===== src/rtl/uart_rx_pkg.sv =====
// uart_rx_pkg: shared definitions for the UART receive path.
//   rx_state_t    : receiver FSM state encoding
//   ticks_per_bit : user_clk ticks in one bit period
//   half_bit      : ticks from start edge to the middle of the start bit
package uart_rx_pkg;

  typedef enum logic [1:0] {
    IDLE  = 2'd0,
    START = 2'd1,
    DATA  = 2'd2,
    STOP  = 2'd3
  } rx_state_t;

  function automatic int ticks_per_bit(input int clk_hz, input int baud_hz);
    return clk_hz / baud_hz;
  endfunction

  function automatic int half_bit(input int tpb);
    return tpb >> 1;
  endfunction

endpackage


===== src/rtl/uart_rx_sync_2ff.sv =====
// uart_rx_sync_2ff: two-flop synchroniser for one asynchronous input bit.
//   user_clk : destination clock
//   rst_n    : asynchronous, active-low reset (both flops load RESET_VALUE)
//   d        : asynchronous input
//   q        : synchronised output
module uart_rx_sync_2ff #(
  parameter logic RESET_VALUE = 1'b1
) (
  input  logic user_clk,
  input  logic rst_n,
  input  logic d,
  output logic q
);

  logic meta;

  always_ff @(posedge user_clk or negedge rst_n) begin
    if (!rst_n) begin
      meta <= RESET_VALUE;
      q    <= RESET_VALUE;
    end else begin
      meta <= d;
      q    <= meta;
    end
  end

endmodule


===== src/rtl/uart_rx.sv =====
// uart_rx: 8N1 UART receiver, LSB first, mid-bit sampling.
//   user_clk      : system clock
//   rst_n         : asynchronous, active-low reset
//   rx_bit        : asynchronous serial line, idles high
//   data          : last correctly framed byte
//   data_valid    : one-cycle strobe, data newly updated
//   framing_error : one-cycle strobe, stop bit sampled low
//   busy          : high while a frame is in progress
//
// state | meaning
// IDLE  | waiting for a falling edge on the synchronised line
// START | timing to mid start bit to confirm it is still low
// DATA  | sampling 8 data bits, one per bit period
// STOP  | sampling the stop bit, then strobe data or framing error
module uart_rx
  import uart_rx_pkg::*;
#(
  parameter int CLK_FREQUENCY  = 66_000_000,
  parameter int UART_FREQUENCY = 921_600
) (
  input  logic       user_clk,
  input  logic       rst_n,
  input  logic       rx_bit,
  output logic [7:0] data,
  output logic       data_valid,
  output logic       framing_error,
  output logic       busy
);

  localparam int TICKS_PER_BIT = ticks_per_bit(CLK_FREQUENCY, UART_FREQUENCY);
  localparam int HALF_BIT      = half_bit(TICKS_PER_BIT);
  localparam logic [11:0] BIT_LAST  = 12'(TICKS_PER_BIT - 1);
  localparam logic [11:0] HALF_LAST = 12'(HALF_BIT - 1);

  rx_state_t   state, state_nxt;
  logic        rx_s, rx_d;
  logic [11:0] clk_count;
  logic [2:0]  bit_count;
  logic [7:0]  shift_reg;
  logic        start_edge, half_done, bit_done;

  uart_rx_sync_2ff #(.RESET_VALUE(1'b1)) u_sync (
    .user_clk (user_clk),
    .rst_n    (rst_n),
    .d        (rx_bit),
    .q        (rx_s)
  );

  always_ff @(posedge user_clk or negedge rst_n) begin
    if (!rst_n) rx_d <= 1'b1;
    else        rx_d <= rx_s;
  end

  // Edge, not level: a line held low after a break cannot start a new frame.
  assign start_edge = rx_d & ~rx_s;
  assign half_done  = (clk_count == HALF_LAST);
  assign bit_done   = (clk_count == BIT_LAST);
  assign busy       = (state != IDLE);

  always_ff @(posedge user_clk or negedge rst_n) begin
    if (!rst_n) state <= IDLE;
    else        state <= state_nxt;
  end

  always_comb begin
    state_nxt = state;
    case (state)
      IDLE:    if (start_edge) state_nxt = START;
      START:   if (half_done) state_nxt = rx_s ? IDLE : DATA;
      DATA:    if (bit_done && bit_count == 3'd7) state_nxt = STOP;
      // Leaving mid stop bit lets a start edge right after the stop bit be seen.
      STOP:    if (bit_done) state_nxt = IDLE;
      default: state_nxt = IDLE;
    endcase
  end

  always_ff @(posedge user_clk or negedge rst_n) begin
    if (!rst_n) begin
      clk_count     <= '0;
      bit_count     <= '0;
      shift_reg     <= '0;
      data          <= '0;
      data_valid    <= 1'b0;
      framing_error <= 1'b0;
    end else begin
      data_valid    <= 1'b0;
      framing_error <= 1'b0;
      case (state)
        START: begin
          if (half_done) clk_count <= '0;
          else           clk_count <= clk_count + 12'd1;
        end
        DATA: begin
          if (bit_done) begin
            clk_count <= '0;
            shift_reg <= {rx_s, shift_reg[7:1]};
            bit_count <= bit_count + 3'd1;
          end else begin
            clk_count <= clk_count + 12'd1;
          end
        end
        STOP: begin
          if (bit_done) begin
            clk_count <= '0;
            if (rx_s) begin
              data       <= shift_reg;
              data_valid <= 1'b1;
            end else begin
              framing_error <= 1'b1;
            end
          end else begin
            clk_count <= clk_count + 12'd1;
          end
        end
        default: begin
          clk_count <= '0;
          bit_count <= '0;
        end
      endcase
    end
  end

endmodule

===== config.mk =====
export PLATFORM = sky130hd
export DESIGN_NAME = uart_rx
export DESIGN_NICKNAME = d
export VERILOG_FILES = /design/src/rtl/uart_rx_pkg.sv /design/src/rtl/uart_rx_sync_2ff.sv /design/src/rtl/uart_rx.sv
export SDC_FILE = /design/constraint.sdc
export NUM_CORES = 1
export LEC_CHECK = 0
export ABC_AREA = 1
export BUFFER_PORTS_ARGS = -buffer_cell sky130_fd_sc_hd__buf_2
export CORE_MARGIN = 5
export CORE_UTILIZATION = 35
export DETAILED_ROUTE_END_ITERATION = 6
export GPL_TIMING_DRIVEN = 0
export SLEW_MARGIN = 20
export SYNTH_ARGS = -nofsm -noshare
export SYNTH_HDL_FRONTEND = slang
export SYNTH_SLANG_ARGS = --single-unit

===== constraint.sdc =====
create_clock -name user_clk -period 3.4 [get_ports user_clk]
set_input_delay 0.17 -clock user_clk [delete_from_list [all_inputs] [get_ports user_clk]]
set_output_delay 0.17 -clock user_clk [all_outputs]
set_load 0.1 [all_outputs]

==> summary.md, run 1 <==
| Metric | Value |
|---|---|
| Min Hold Slack | -0.006875 ns |
| Critical Path Sink Type | flip-flop |
| Clock slew at reported path FFs | 0.07 ns |
| Sequential area share after synthesis | 54.00% |
| Depth of the CTS H-tree | 2 |
| Total CTS buffers | 5 |
| Synth area leaders | dfrtp_1 (50%), nand2_1 (10%), o21ai_2 (5.4%) |
| Minimum clock period | 1.665 ns |
| Ys Warns | 0 |
| Vias | 1234 |
| Status | finished with violations |
| # Max-Cap Violations | 0 |
| Wire per inst | 10.57 um |
| Tcrit/Tclk final | 48.96% |
| Number of global-route vias before repair | 1230 |
| Final setup violation count | 0 |
| GRT overflow | 0 |
| Skew-Pair Late Insertion Delay | 0.28 ns |
| Fraction of layout cells with a size suffix above 1 | 22.90% |
| Synth cell types | 26 |
| Total Routing Usage GR | 11.04% |
| Cell Area, Synth | 0.001768 mm2 |
| Layout Utilization | 41.71% |
| First-pass GRT wire length | 5499 um |
| Post-Route Skew | 0.003885 ns |
| RSZ-0062 raised after global routing | no |
| Top Ports | 14 |
| Post-Syn Area per Cell | 9.208 um2 |
| Critical path launch point type | flip-flop |
| VDD IR max | 183.6 uV |
| Final hold vios | 29 |
| Leading cell type in the layout, fill and taps excluded | nand2_1 |
| Slew @ Worst Pin | 0.8428 ns |
| Starting Density | 36.70% |
| DRT Pass-1 Iters | 4 |
| FF+latch count, synth | 38 |
| Final wirelength | 2969 um |
| Most used cell, CP | nand2_1 |
| Clock Sinks | 38 |
| Largest area contributor in the netlist | dfrtp_1 |
| Post-Syn Nets | 199 |
| Critical path required time | 3.57 ns |
| Worst EP arrival | 1.84 ns |
| CTS tree | yes |
| Failing checks | hold timing |
| Cell count after placement | 272 |
| Hold WC Path Type | primary input to asynchronous set/reset pin |
| Input/output buffers | 13 |
| Die area | 0.006572 mm2 |
| Initial antenna violation count | 0 |
| Crit path max-delay family | simple AND/OR/NAND/NOR gates |
| R2r worst-path depth | 8 |
| RD Place Congestion | 0.7893 |
| Post-DRT Antenna Nets | 0 |
| Post-DP Area | 0.001917 mm2 |
| P_leak | 0.0009639 uW |
| WS Path Type | flip-flop to flip-flop |
| Clock root buffer | clkbuf_8 |
| Die Wd | 81.07 um |
| Worst slew margin | 43.81% |
| Drt via density | 4.391 |
| Detailed placement HPWL | 2119 um |
| Layout Cells excl Fill | 281 |
| Largest net degree at the start of global routing | 39 |
| Final #Nets | 220 |
| Fin. max-slew vios | 0 |
| Residual DRC | 0 |
| Design Area, Final | 0.002009 mm2 |
| CTS Buffer Depth | 2 |
| Share of the synthesized area in the top cell type | 49.54% |
| Power per Cell Area | 542.7 mW/mm2 |
| Antenna Cells | 0 |
| Post-cts resize count | 0 |
| Slowest cell on crit path | dfrtp_1 |
| Die height | 81.07 um |
| Post-route setup TNS | 0 ns |
| Cells after synthesis | 192 |
| Commonest non-fill, non-tap cells in the layout | nand2_1 (49), dfrtp_1 (35), inv_1 (21), buf_2 (14), nor2_1 (13) |
| Row cnt | 25 |
| Number of DRC markers in iteration 0 | 57 |
| Worst-path cell chain | inv_1 > ha_1 > nand2_1 > nor2_1 > nand3_1 > nand2_2 > nand2_1 > and3_1 |
| Synth-to-Final Area Change | 13.66% |
| Core Footprint | 0.004817 mm2 |
| Max incr delay on CP | 0.40 ns |
| Critical path depth in cells | 8 |
| Largest register FFs | 12 |
| Buf/Inv on CP | 1 |
| CP Max Fanout | 10 |
| Fmax | 600.7 MHz |
## cells in the mapped netlist, drive strengths merged
library cell and n:
inv 24, nand3 11, dfrtp 35, buf 3, nor2 15, o21ai 22, nor3 4, nand2 52
dfstp 3, xor2 2, and2 1, xnor2 1, nand4 3, clkinv 1, ha 4, a21oi 9
and3 2
## path summary, 6_finish.rpt
check,from,end,slack (ns)
min in group user_clk,u_sync.meta,u_sync.q,0.36
worst max-delay path,clk_count[0],clk_count[9],1.74
worst min-delay path,rst_n,clk_count[5],-0.007
max in group asynchronous,rst_n,data_valid,2.88
worst max register to register,clk_count[0],clk_count[9],1.74
worst min register to register,u_sync.meta,u_sync.q,0.36
## report_power, final
part | total, uW | internal, uW | switching (uW)
Sequential | 513 | 485 | 28.2
Combinational | 285 | 77.9 | 207
Clock | 292 | 142 | 150
Total | 1090 | 705 | 386
## metrics by stage
stage	worst slack [ns]	total power (uW)	hold slack, ns
final	1.735	1090	-0.006875
after global routing	1.513	1170	0.06115
after CTS	1.726	1109	0.01531
after detailed placement	1.738	809.0	0.2762
after global placement	1.741	808.5	0.2764
after floorplan	1.877	745.5	-0.1256
## what timing repair did
action / in CTS / in global routing
endpoints found under the hold margin: 1 / 0
hold buffers: 1 / 0
setup buffers: 0 / 0
endpoints found under the setup margin: 0 / 0
## area by class of cell
cell class,instances,area [um2]
clock inverter,2,10.01
buffer,3,27.53
timing repair buffer,14,75.07
sequential,38,954.7
inverter,25,93.84
tap,67,83.83
clock buffer,6,72.57
fill,513,2808
multi-input combinational,126,691.9
## worst reg2reg max path: stages, from the launching register on
cell	delay, ns
dfrtp_1	0.40
inv_1	0.08
ha_1	0.21
nand2_1	0.07
nor2_1	0.12
nand3_1	0.11
nand2_2	0.19
nand2_1	0.18
and3_1	0.20
## per-layer routing
layer / vias up / wire [um] / GRT usage [%] / part of all wire, %
met4: 0 / 57 / 5.574 / 1.9
li1: 659 / - / - / -
met2: 17 / 1353 / 17.41 / 46
met5: - / 0 / 0 / 0
met1: 551 / 1446 / 13.65 / 49
met3: 7 / 112 / 3.326 / 3.8
## cells by family after synthesis
| kind of cell | after synthesis | share of synthesized area (%) |
|---|---|---|
| xor gates and xnor gates | 3 | 1.486 |
| adders and majority gates | 4 | 2.831 |
| and+or+nand+nor | 88 | 23.71 |
| AOI/OAI and AO/OA | 31 | 11.11 |
| DFF | 38 | 54.00 |
| buffers and inverters | 28 | 6.864 |
Note: power is estimated with default switching activity, not from simulation.
==> inputs of run 2 (changes only) <==
==> constraint.sdc (replaced) <==
create_clock -name user_clk -period 1.6 [get_ports user_clk]
set_input_delay 0.08 -clock user_clk [delete_from_list [all_inputs] [get_ports user_clk]]
set_output_delay 0.08 -clock user_clk [all_outputs]
set_load 0.1 [all_outputs]
==> summary.md, run 2 (synthesis results as in run 1) <==
| Metric | Value |
|---|---|
| Worst EP arrival | 1.70 ns (was 1.84 ns) |
| Die Wd | 81.07 um (unchanged) |
| Post-DP Area | 0.001917 mm2 (unchanged) |
| Starting Density | 36.70% (unchanged) |
| Initial antenna violation count | 0 (unchanged) |
| Synth-to-Final Area Change | 23.14% (was 13.66%) |
| VDD IR max | 395.6 uV (was 183.6 uV) |
| Largest register FFs | 12 (unchanged) |
| CTS Buffer Depth | 2 (unchanged) |
| # Max-Cap Violations | 0 (unchanged) |
| Die area | 0.006572 mm2 (unchanged) |
| Leading cell type in the layout, fill and taps excluded | nand2_1 (unchanged) |
| Number of global-route vias before repair | 1279 (was 1230) |
| Final #Nets | 233 (was 220) |
| Clock root buffer | clkbuf_8 (unchanged) |
| Worst slew margin | 44.05% (was 43.81%) |
| Hold Startpoint | u_sync.meta |
| CP Max Fanout | 6 (was 10) |
| CTS tree | yes (unchanged) |
| Hold WC Path Type | flip-flop to flip-flop (was primary input to asynchronous set/reset pin) |
| WHS Path Cells | 0 |
| Number of DRC markers in iteration 0 | 62 (was 57) |
| Endpoint, Worst Hold | u_sync.q |
| Design Area, Final | 0.002177 mm2 (was 0.002009 mm2) |
| Final wirelength | 3180 um (was 2969 um) |
| Post-Route Skew | 0.007241 ns (was 0.003885 ns) |
| Total CTS buffers | 5 (unchanged) |
| RSZ-0062 raised after global routing | yes (was no) |
| Min Hold Slack | 0.3567 ns (was -0.006875 ns) |
| Slew @ Worst Pin | 0.8393 ns (was 0.8428 ns) |
| Sequential Power Share | 44.9% (was 47.0%) |
| P_leak | 0.001016 uW (was 0.0009639 uW) |
| Crit. Startpoint | clk_count[0] (unchanged) |
| Clock network power share | 25.6% (was 26.8%) |
| GRT overflow | 0 (unchanged) |
| Worst reg2reg startpoint | clk_count[0] (unchanged) |
| Pint | 1568 uW (was 704.7 uW) |
| Sw Share | 35.79% (was 35.38%) |
| Clock slew at reported path FFs | 0.07 ns (about the same) |
| Final hold vios | 0 (was 29) |
| Dpl ws | -0.06157 ns (was 1.738 ns) |
| R2r setup slk | 0.07 ns (was 1.74 ns) |
| Critical path required time | 1.77 ns (was 3.57 ns) |
| Reg2reg end | data[6] (was clk_count[9]) |
| Drt via density | 4.432 (was 4.391) |
| DRT Pass-1 Iters | 4 (unchanged) |
| P_sw | 874.1 uW (was 385.7 uW) |
| Status | complete, no violations (was finished with violations) |
| Residual DRC | 0 (unchanged) |
| Post-layout worst setup margin | 0.07234 ns (was 1.735 ns) |
| Combinational Power Share | 29.5% (was 26.2%) |
| Final setup violation count | 0 (unchanged) |
| Core Footprint | 0.004817 mm2 (unchanged) |
| Commonest non-fill, non-tap cells in the layout | nand2_1 (48), dfrtp_1 (35), inv_1 (20), buf_2 (14), o21ai_2 (12) (was nand2_1 (49), dfrtp_1 (35), inv_1 (21), buf_2 (14), nor2_1 (13)) |
| Power per Cell Area | 1122 mW/mm2 (was 542.7 mW/mm2) |
| Post-DRT Antenna Nets | 0 (unchanged) |
| Critical Path Sink Type | flip-flop (unchanged) |
| Row cnt | 25 (unchanged) |
| Fin. max-slew vios | 0 (unchanged) |
| # fillers | 501 (was 513) |
| Skew-Pair Late Insertion Delay | 0.28 ns (about the same) |
| Largest net degree at the start of global routing | 39 (unchanged) |
| Top Ports | 14 (unchanged) |
| Register area | 954.7 um2 (unchanged) |
| First-pass GRT wire length | 5740 um (was 5499 um) |
| Total Routing Usage GR | 11.48% (was 11.04%) |
| Antenna Cells | 0 (unchanged) |
| Tcrit/Tclk final | 95.48% (was 48.96%) |
| Fraction of layout cells with a size suffix above 1 | 29.96% (was 22.90%) |
| Input/output buffers | 13 (unchanged) |
| Wire per inst | 10.82 um (was 10.57 um) |
| Depth of the CTS H-tree | 2 (unchanged) |
| R2r worst-path depth | 8 (unchanged) |
| Die height | 81.07 um (unchanged) |
| RD Place Congestion | 0.7893 (unchanged) |
| PnR Total Power | 2443 uW (was 1090 uW) |
| Fmax | 654.6 MHz (was 600.7 MHz) |
| Clock Sinks | 38 (unchanged) |
| Minimum clock period | 1.528 ns (was 1.665 ns) |
| Vias | 1303 (was 1234) |
| Footprint of the multi-input gates | 739.5 um2 (was 691.9 um2) |
| WS Path Type | flip-flop to flip-flop (unchanged) |
| Detailed placement HPWL | 2119 um (unchanged) |
| Critical path launch point type | flip-flop (unchanged) |
## run 2: cell count changes in the layout (fill, tap and decap cells not counted), moves of 2 or more
cell,previous run,this run
buf_4,0,9
buf_6,2,4
nand2_4,0,2
nor2_1,13,11
nor2_2,2,4
## run 2: routing by layer
| metal | track usage (%) | up-vias | share of wire [%] |
|---|---|---|---|
| li1 | - | 682 | - |
| met1 | 14.01 | 597 | 47 |
| met2 | 18.39 | 17 | 47 |
| met3 | 3.437 | 7 | 3.3 |
| met4 | 5.743 | 0 | 2.1 |
| met5 | 0 | - | 0 |
## run 2: layout make-up
cell class	count	area share [%]
Sequential cell	38	43.85
Clock inverter	2	0.4598
Multi-Input combinational cell	126	33.97
Buffer	3	1.264
Timing Repair Buffer	27	8.965
Tap cell	67	3.851
Clock buffer	6	3.333
Inverter	25	4.310
## run 2: metrics by stage
step                cells   TNS, ns  util [%]
floorplan             192         0         -
CTS                   288         0     43.69
global route          294  -0.01528     45.19
detailed placement    272   -0.7982     39.79
global placement      272   -0.5707     39.79
finish                294         0     45.19
## run 2: worst max path at each step
stage | endpoint | depth (start not counted)
5_1_grt | data[2] | 8
3_5_place_dp | data[6] | 8
2_1_floorplan | data[1] | 8
4_1_cts | data[2] | 8
3_3_place_gp | data[6] | 8
6_report | data[6] | 8
## run 2: power groups by stage
stage	clock network [uW]	logic [uW]	registers (uW)
after detailed placement	0	612	1110
after global routing	695	806	1110
after CTS	651	676	1100
final	626	720	1100
after global placement	0	611	1110
after floorplan	0	488	1100
## run 2: critical path: stages, from the launching register on
cell     delay (ns)
dfrtp_1        0.39
inv_2          0.09
ha_4           0.16
nand4_4        0.10
nor3_4         0.25
nand3_4        0.17
buf_6          0.17
nand2_1        0.05
o21ai_1        0.05
## run 2: what timing repair did
item | in CTS | in global routing
hold buffers | 2 | 0
endpoints found under the hold margin | 36 | 0
cloned | 1 | 0
setup endpoints to repair | 24 | 27
pin swaps | 3 | 5
setup buffers | 5 | 6
gates resized for setup | 7 | 7
